**config.mk**
```make
export PLATFORM = sky130hd
export DESIGN_NAME = tracker_axis_scheduler
export DESIGN_NICKNAME = d
export VERILOG_FILES = /design/src/rtl/tracker_pkg.sv /design/src/rtl/axis_error_eval.sv /design/src/rtl/tracker_axis_scheduler.sv
export SDC_FILE = /design/constraint.sdc
export NUM_CORES = 1
export LEC_CHECK = 0
export CAP_MARGIN = 5
export CORE_MARGIN = 2
export CORE_UTILIZATION = 50
export CTS_BUF_LIST = sky130_fd_sc_hd__clkbuf_8
export DETAILED_ROUTE_END_ITERATION = 12
export GPL_ROUTABILITY_DRIVEN = 1
export PLACE_DENSITY = 0.74
export SLEW_MARGIN = 20
export SYNTH_ARGS = -nofsm -noshare
export SYNTH_HDL_FRONTEND = slang
export SYNTH_HIERARCHICAL = 1
export SYNTH_SLANG_ARGS = --single-unit
export TNS_END_PERCENT = 20
```
**constraint.sdc**
```tcl
create_clock -name clk -period 13.2 [get_ports clk]
set_clock_uncertainty 0.15 [all_clocks]
set_input_delay 1.98 -clock clk [delete_from_list [all_inputs] [get_ports clk]]
set_output_delay 1.98 -clock clk [all_outputs]
set_load 0.005 [all_outputs]
```
**src/rtl/tracker_pkg.sv**
```systemverilog
// Shared motor-direction codes, angle constants and scheduler state encoding
// for the two-axis solar tracker.
package tracker_pkg;

  localparam logic [1:0] DIR_STOP = 2'b00;
  localparam logic [1:0] DIR_CW   = 2'b01;
  localparam logic [1:0] DIR_CCW  = 2'b11;

  localparam int unsigned ANGLE_FULL = 360;
  localparam int unsigned ANGLE_HALF = 180;

  typedef enum logic [2:0] {
    IDLE         = 3'd0,
    MOVE_THETA   = 3'd1,
    SETTLE_THETA = 3'd2,
    MOVE_PHI     = 3'd3,
    SETTLE_PHI   = 3'd4,
    DONE         = 3'd5,
    FAULT        = 3'd6
  } state_t;

  function automatic logic is_move(input state_t s);
    return (s == MOVE_THETA) || (s == MOVE_PHI);
  endfunction

endpackage

```
**src/rtl/axis_error_eval.sv**
```systemverilog
// Combinational per-axis error evaluator: photoresistor difference in automatic
// mode, wrapped angular distance to the target in manual mode.
module axis_error_eval
  import tracker_pkg::*;
#(
  parameter int unsigned ANGLE_W  = 16,
  parameter int unsigned ERR_BAND = 5
) (
  input  logic               i_mode,
  input  logic [ANGLE_W-1:0] i_r1,
  input  logic [ANGLE_W-1:0] i_r2,
  input  logic [ANGLE_W-1:0] i_target,
  input  logic [ANGLE_W-1:0] i_actual,
  output logic               o_settled,
  output logic [1:0]         o_dir
);

  localparam int unsigned EW = ANGLE_W + 1;
  localparam int unsigned DW = ANGLE_W + 2;

  localparam logic [EW-1:0] BAND_E = EW'(ERR_BAND);
  localparam logic [DW-1:0] FULL_D = DW'(ANGLE_FULL);
  localparam logic [DW-1:0] HALF_D = DW'(ANGLE_HALF);
  localparam logic [DW-1:0] BAND_D = DW'(ERR_BAND);
  localparam logic [DW-1:0] HI_D   = DW'(ANGLE_FULL - ERR_BAND);

  logic [EW-1:0] w_diff;
  logic          w_neg;
  logic [EW-1:0] w_abs;
  logic          w_auto_set;
  logic [1:0]    w_auto_dir;
  logic [DW-1:0] w_sum;
  logic [DW-1:0] w_d;
  logic          w_man_set;
  logic [1:0]    w_man_dir;

  // Two's-complement difference; the MSB is the sign of the 17-bit error.
  assign w_diff     = {1'b0, i_r1} - {1'b0, i_r2};
  assign w_neg      = w_diff[EW-1];
  assign w_abs      = w_neg ? (~w_diff + EW'(1)) : w_diff;
  assign w_auto_set = (w_abs <= BAND_E);
  assign w_auto_dir = w_auto_set ? DIR_STOP : (w_neg ? DIR_CCW : DIR_CW);

  // Both angles lie in 0..359, so one conditional subtract implements the modulo.
  assign w_sum      = {2'b00, i_target} + FULL_D - {2'b00, i_actual};
  assign w_d        = (w_sum >= FULL_D) ? (w_sum - FULL_D) : w_sum;
  assign w_man_set  = (w_d <= BAND_D) || (w_d >= HI_D);
  assign w_man_dir  = w_man_set ? DIR_STOP : ((w_d < HALF_D) ? DIR_CW : DIR_CCW);

  assign o_settled  = i_mode ? w_man_set : w_auto_set;
  assign o_dir      = i_mode ? w_man_dir : w_auto_dir;

endmodule

```
**src/rtl/tracker_axis_scheduler.sv**
```systemverilog
// Two-axis tracker sequencer: theta then phi, each with settle wait and timeout.
// Optional reversal dead time enabled by defining TRACKER_DEADTIME_EN.
module tracker_axis_scheduler
  import tracker_pkg::*;
#(
  parameter int unsigned ANGLE_W        = 16,
  parameter int unsigned ERR_BAND       = 5,
  parameter int unsigned SETTLE_CYCLES  = 1000,
  parameter int unsigned TIMEOUT_CYCLES = 50000,
  parameter int unsigned DEAD_CYCLES    = 200
) (
  input  logic               clk,
  input  logic               rst_n,
  input  logic               mode,
  input  logic               start,
  input  logic               clear_fault,
  input  logic [ANGLE_W-1:0] R_vertical_1,
  input  logic [ANGLE_W-1:0] R_vertical_2,
  input  logic [ANGLE_W-1:0] R_horizontal_1,
  input  logic [ANGLE_W-1:0] R_horizontal_2,
  input  logic [ANGLE_W-1:0] theta_manual,
  input  logic [ANGLE_W-1:0] phi_manual,
  input  logic [ANGLE_W-1:0] theta_actual,
  input  logic [ANGLE_W-1:0] phi_actual,
  output logic [1:0]         s_out_theta,
  output logic [1:0]         s_out_phi,
  output logic               busy,
  output logic               done,
  output logic               fault,
  output logic [2:0]         state_dbg
);

  localparam int unsigned TCW     = $clog2(TIMEOUT_CYCLES + 1);
  // Settle waits and dead time never overlap, so they share one counter.
  localparam int unsigned AUX_MAX = (SETTLE_CYCLES > DEAD_CYCLES) ? SETTLE_CYCLES : DEAD_CYCLES;
  localparam int unsigned ACW     = $clog2(AUX_MAX + 1);

  localparam logic [TCW-1:0]     T_LAST  = TCW'(TIMEOUT_CYCLES - 1);
  localparam logic [ACW-1:0]     S_LAST  = ACW'(SETTLE_CYCLES - 1);
  localparam logic [ANGLE_W-1:0] TGT_MAX = ANGLE_W'(ANGLE_FULL - 1);
`ifdef TRACKER_DEADTIME_EN
  localparam logic [ACW-1:0]     D_LAST  = ACW'(DEAD_CYCLES - 1);
`endif

  state_t             r_state;
  state_t             w_next;
  logic               r_mode;
  logic [ANGLE_W-1:0] r_theta_tgt;
  logic [ANGLE_W-1:0] r_phi_tgt;
  logic [TCW-1:0]     r_tcnt;
  logic [TCW-1:0]     w_tcnt_n;
  logic [ACW-1:0]     r_acnt;
  logic [ACW-1:0]     w_acnt_n;
  logic [1:0]         r_out_theta;
  logic [1:0]         r_out_phi;
  logic               r_busy;
  logic               r_done;
  logic               r_fault;

  logic               w_mode;
  logic [ANGLE_W-1:0] w_theta_tgt;
  logic [ANGLE_W-1:0] w_phi_tgt;
  logic               w_tgt_bad;
  logic               w_stay;
  logic [1:0]         w_axis_dir;
  logic [1:0]         w_cmd;
  logic               w_th_set;
  logic [1:0]         w_th_dir;
  logic               w_ph_set;
  logic [1:0]         w_ph_dir;
`ifdef TRACKER_DEADTIME_EN
  logic [1:0]         r_last_dir;
  logic [1:0]         w_last_n;
  logic               r_dead_act;
  logic               w_dead_n;
`endif

  // In IDLE the evaluators see the live request so the first command is ready on the start edge.
  assign w_mode      = (r_state == IDLE) ? mode         : r_mode;
  assign w_theta_tgt = (r_state == IDLE) ? theta_manual : r_theta_tgt;
  assign w_phi_tgt   = (r_state == IDLE) ? phi_manual   : r_phi_tgt;
  assign w_tgt_bad   = mode && ((theta_manual > TGT_MAX) || (phi_manual > TGT_MAX));

  axis_error_eval #(
    .ANGLE_W (ANGLE_W),
    .ERR_BAND(ERR_BAND)
  ) u_theta_eval (
    .i_mode   (w_mode),
    .i_r1     (R_vertical_1),
    .i_r2     (R_vertical_2),
    .i_target (w_theta_tgt),
    .i_actual (theta_actual),
    .o_settled(w_th_set),
    .o_dir    (w_th_dir)
  );

  axis_error_eval #(
    .ANGLE_W (ANGLE_W),
    .ERR_BAND(ERR_BAND)
  ) u_phi_eval (
    .i_mode   (w_mode),
    .i_r1     (R_horizontal_1),
    .i_r2     (R_horizontal_2),
    .i_target (w_phi_tgt),
    .i_actual (phi_actual),
    .o_settled(w_ph_set),
    .o_dir    (w_ph_dir)
  );

  always_comb begin
    w_next = r_state;
    case (r_state)
      IDLE: begin
        if (start) w_next = w_tgt_bad ? FAULT : MOVE_THETA;
      end
      MOVE_THETA: begin
        if (w_th_set)              w_next = SETTLE_THETA;
        else if (r_tcnt == T_LAST) w_next = FAULT;
      end
      SETTLE_THETA: begin
        if (r_acnt == S_LAST) w_next = w_th_set ? MOVE_PHI : MOVE_THETA;
      end
      MOVE_PHI: begin
        if (w_ph_set)              w_next = SETTLE_PHI;
        else if (r_tcnt == T_LAST) w_next = FAULT;
      end
      SETTLE_PHI: begin
        if (r_acnt == S_LAST) w_next = w_ph_set ? DONE : MOVE_PHI;
      end
      DONE:    w_next = IDLE;
      FAULT: begin
        if (clear_fault) w_next = IDLE;
      end
      default: w_next = IDLE;
    endcase
  end

  always_comb begin
    w_stay   = is_move(r_state) && (w_next == r_state);
    w_tcnt_n = w_stay ? (r_tcnt + TCW'(1)) : '0;
    w_acnt_n = '0;
    if ((w_next == r_state) && ((r_state == SETTLE_THETA) || (r_state == SETTLE_PHI)))
      w_acnt_n = r_acnt + ACW'(1);
    case (w_next)
      MOVE_THETA: w_axis_dir = w_th_dir;
      MOVE_PHI:   w_axis_dir = w_ph_dir;
      default:    w_axis_dir = DIR_STOP;
    endcase
    w_cmd = w_axis_dir;
`ifdef TRACKER_DEADTIME_EN
    w_dead_n = 1'b0;
    w_last_n = w_cmd;
    // A reversal parks the motor for DEAD_CYCLES while remaining in the same MOVE state.
    if (w_stay) begin
      w_last_n = r_last_dir;
      if (r_dead_act) begin
        if (r_acnt != '0) begin
          w_cmd    = DIR_STOP;
          w_acnt_n = r_acnt - ACW'(1);
          w_dead_n = 1'b1;
        end
      end else if ((w_axis_dir != DIR_STOP) && (r_last_dir != DIR_STOP) &&
                   (w_axis_dir != r_last_dir)) begin
        w_cmd    = DIR_STOP;
        w_acnt_n = D_LAST;
        w_dead_n = 1'b1;
      end
      if (w_cmd != DIR_STOP) w_last_n = w_cmd;
    end
`endif
  end

  always_ff @(posedge clk or negedge rst_n) begin
    if (!rst_n) r_state <= IDLE;
    else        r_state <= w_next;
  end

  always_ff @(posedge clk or negedge rst_n) begin
    if (!rst_n) begin
      r_mode      <= 1'b0;
      r_theta_tgt <= '0;
      r_phi_tgt   <= '0;
      r_tcnt      <= '0;
      r_acnt      <= '0;
      r_out_theta <= DIR_STOP;
      r_out_phi   <= DIR_STOP;
      r_busy      <= 1'b0;
      r_done      <= 1'b0;
      r_fault     <= 1'b0;
`ifdef TRACKER_DEADTIME_EN
      r_last_dir  <= DIR_STOP;
      r_dead_act  <= 1'b0;
`endif
    end else begin
      r_tcnt      <= w_tcnt_n;
      r_acnt      <= w_acnt_n;
      r_out_theta <= (w_next == MOVE_THETA) ? w_cmd : DIR_STOP;
      r_out_phi   <= (w_next == MOVE_PHI)   ? w_cmd : DIR_STOP;
      r_busy      <= !((w_next == IDLE) || (w_next == FAULT));
      r_done      <= (w_next == DONE);
      r_fault     <= (w_next == FAULT);
`ifdef TRACKER_DEADTIME_EN
      r_last_dir  <= w_last_n;
      r_dead_act  <= w_dead_n;
`endif
      if ((r_state == IDLE) && start) begin
        r_mode      <= mode;
        r_theta_tgt <= theta_manual;
        r_phi_tgt   <= phi_manual;
      end
    end
  end

  assign s_out_theta = r_out_theta;
  assign s_out_phi   = r_out_phi;
  assign busy        = r_busy;
  assign done        = r_done;
  assign fault       = r_fault;
  assign state_dbg   = r_state;

endmodule

```
==> summary.txt <==
Clock tree
  • Post-CTS resize count: 0
  • H-tree depth: 3
  • CTS sink cnt: slightly below 70
  • Hold_buf cts: 0
  • CTS Buf Count: 9
  • Worst-path clk slew: about 0.07 ns
  • Root buf cell: clkbuf_8
  • Clock Tree Buf Depth: 2
  • Total setup buffers inserted after CTS: 0
  • CTS tree: yes
  • Clock Latency Late Sink: 0.35 ns

Global routing
  • Largest net degree at the start of global routing: 70
  • M3 GR Usage: 0.0229
  • Grt ovf: 0
  • First-pass GRT wire length: around 42 mm
  • Initial antenna violation count: 0
  • GRT busiest layer: met2
  • GRT Overall Usage: 0.230
  • M2 GR Usage: 0.390
  • Met1 Track Usage GR: 0.316
  • Vias in the first global route: 9,162

Synth
  • Syn. warnings: 6
  • Synthesized area: about 10,000 um2
  • Post-synth ARST share: 1.00
  • Mean Syn Cell Area: between 7 and 8 um2
  • Area leader, netlist: dfrtp_1
  • Post-synth top area share: 0.172
  • Distinct cells, synth: approximately 100
  • Top post-synthesis cells by area: dfrtp_1 (17%), ha_1 (12%), mux2_2 (7.4%)
  • Post-synth EDFFs: 0
  • Post-Synthesis Cells: 1,255
  • Mapped Nets: 1,494
  • Main synth FF type: dfrtp_1
  • Seq/Total Area, Yosys: 0.172
  • Yosys reg bits: 69

Die
  • Die Span X: between 100 and 150 um
  • Starting density of the core: 0.512
  • Die height: about 150 um
  • I/O pins: around 140
  • Site row count: between 50 and 60
  • Core Footprint: ~20,000 um2
  • Full die area: roughly 21,000 um2

Place
  • # port buffers: 142
  • DP Area: between 10,000 and 15,000 um2
  • Routability cong.: 0.911
  • Post-DP HPWL: about 20 mm
  • DP Worst Slack: between 5 and 6 ns

Timing
  • Fin Setup TNS: 0 ns
  • Final worst path period need: between 7 and 8 ns
  • Setup ws final: ~5.7 ns
  • Fmax: roughly 130 MHz
  • Fin. max-slew vios: 0
  • Fin crit share: 0.565
  • Slew Limit Headroom: 0.416
  • Final setup vio count: 0
  • Worst-Margin Slew: 0.876 ns
  • Endpoints failing hold: 0
  • RSZ-0062 raised after global routing: no

Routing
  • WL final: between 20 and 25 mm
  • Drt initial violations: approximately 680
  • DRT antenna net count: 0
  • Vias: ~9,600
  • Wire length per cell: 15.0 um
  • # DRC: 0
  • DR pass1 iterations: 6
  • Via/cell ratio: a little under 6

Flow run
  • MaxCap Viol Count: 0

Layout
  • Layout cells sized above 1: 0.0957
  • Most frequent cells in the layout: clkdlybuf4s50_1 (141), inv_1 (127), ha_1 (100)
  • Layout overhead on the synthesized area: 17.9%
  • Commonest non-fill, non-tap cell in the layout: clkdlybuf4s50_1
  • Diodes inserted: 0
  • Nets: roughly 1,600
  • Finished Cell Area: about 12,000 um2

Critical path
  • Arrival @ worst endpoint: around 7.5 ns
  • CP Max Fanout: 14
  • Critical Path RT: between 10 and 15 ns
  • Worst Path Class, Setup: in2reg
  • Setup crit end kind: flop
  • Startpoint Class: input port

Power and ir drop
  • Clock power share: 0.053
  • Logic pwr share: 0.849
  • Flop pwr share: 0.098
  • VDD IR max: around 0.00015 V
  • Sw power: around 1.7 mW
  • Sw frac: 0.536
  • P_int: 1.51 mW
  • Lkg Pwr: ~5.2 nW
  • Power Density: 276 nW/um2
  • Tot Pwr: ~3.3 mW

Worst hold path
  • Worst min path class: reg2reg

Status
  • Status: finished clean
logic make-up (layout without fill, tap and decap cells):
kind of cell             Yosys count  count (layout)  share of synthesized area
AO/OA/AOI/OAI                    353             353                      0.257
XOR/XNOR                          68              68                     0.0602
adder cells (fa/ha/maj)          106             106                      0.137
buffers and inverters            165             289                     0.0660
flip-flops                        69              69                      0.172
multiplexers                      77              77                     0.0854
AND/OR/NAND/NOR                  417             417                      0.223
final timing paths:
path | startpoint | endpoint | slack [ns] | depth (start not counted)
setup / recovery | theta_manual[1] | s_out_phi[0] | 5.74 | 22
hold / removal | r_tcnt[0] | r_tcnt[0] | 0.31 | 1
setup reg to reg | state_dbg[1] | s_out_phi[0] | 6.01 | 23
hold reg to reg | r_tcnt[0] | r_tcnt[0] | 0.31 | 1
max in group asynchronous | rst_n | r_acnt[7] | 10.64 | 2
min in group asynchronous | rst_n | r_theta_tgt[8] | 1.66 | 2
worst max-delay path, stage by stage:
cell and delay [ns]:
clkdlybuf4s50_1 0.42, mux2_2 0.28, ha_1 0.28, ha_1 0.18, inv_1 0.06, fa_1 0.39
nand2b_1 0.20, a21oi_1 0.30, o21ai_0 0.22, a221o_1 0.38, a221oi_4 0.37, nand4_2 0.33
or3_1 0.44, a211o_1 0.26, and4_4 0.16, a2bb2oi_1 0.24, o21bai_1 0.11, and3b_1 0.21
a221oi_1 0.36, inv_1 0.15, nand3_1 0.13, nor3b_1 0.06
power by group through the flow:
stage	combinational [mW]	sequential, mW	clock, mW
4_1_cts	2.74	0.321	0.178
6_report	2.77	0.321	0.173
3_5_place_dp	2.72	0.325	0
3_3_place_gp	2.68	0.321	0
5_1_grt	3.07	0.330	0.186
2_1_floorplan	2.19	0.304	0
Yosys cell counts (23+ instances only):
library cell / n
and3_1: 26
a21oi_1: 71
ha_1: 100
xnor2_1: 41
xor2_1: 26
a21o_1: 23
dfrtp_1: 69
nand3_1: 46
nor2_1: 93
inv_1: 126
mux2_2: 66
nor3_1: 30
nand2_1: 80
o21ai_0: 40
area by class of cell:
class / count / area [um2]
multi-input cells: 1021 / 7630
repair buffers: 148 / 1460
flip-flops and latches: 69 / 1730
clock inverters: 5 / 52.6
fillers: 1819 / 7770
clock buffers: 10 / 138
inverters: 126 / 473
well taps: 265 / 332
sequential cells by signal (all words and copies together), names as in the netlist, 2 cells and up:
register / flops
r_acnt: 10
r_phi_tgt: 16
r_tcnt: 16
r_theta_tgt: 16
s_out_phi: 2
s_out_theta: 2
state_dbg: 3
metrics by stage:
| step | hold WS, ns | utilization | std cells |
|---|---|---|---|
| detailed placement | 0.302 | 0.594 | 1629 |
| floorplan | 0.275 | - | 1255 |
| global placement | 0.293 | 0.594 | 1629 |
| global route | 0.332 | 0.603 | 1644 |
| finish | 0.306 | 0.603 | 1644 |
| CTS | 0.312 | 0.603 | 1644 |
routing by layer:
layer / wire length [um] / share of wire
met5: 0 / 0
met4: 272 / 0.011
met3: 884 / 0.036
met2: 11500 / 0.47
met1: 12000 / 0.49
Power figures use the tool's default switching activity.
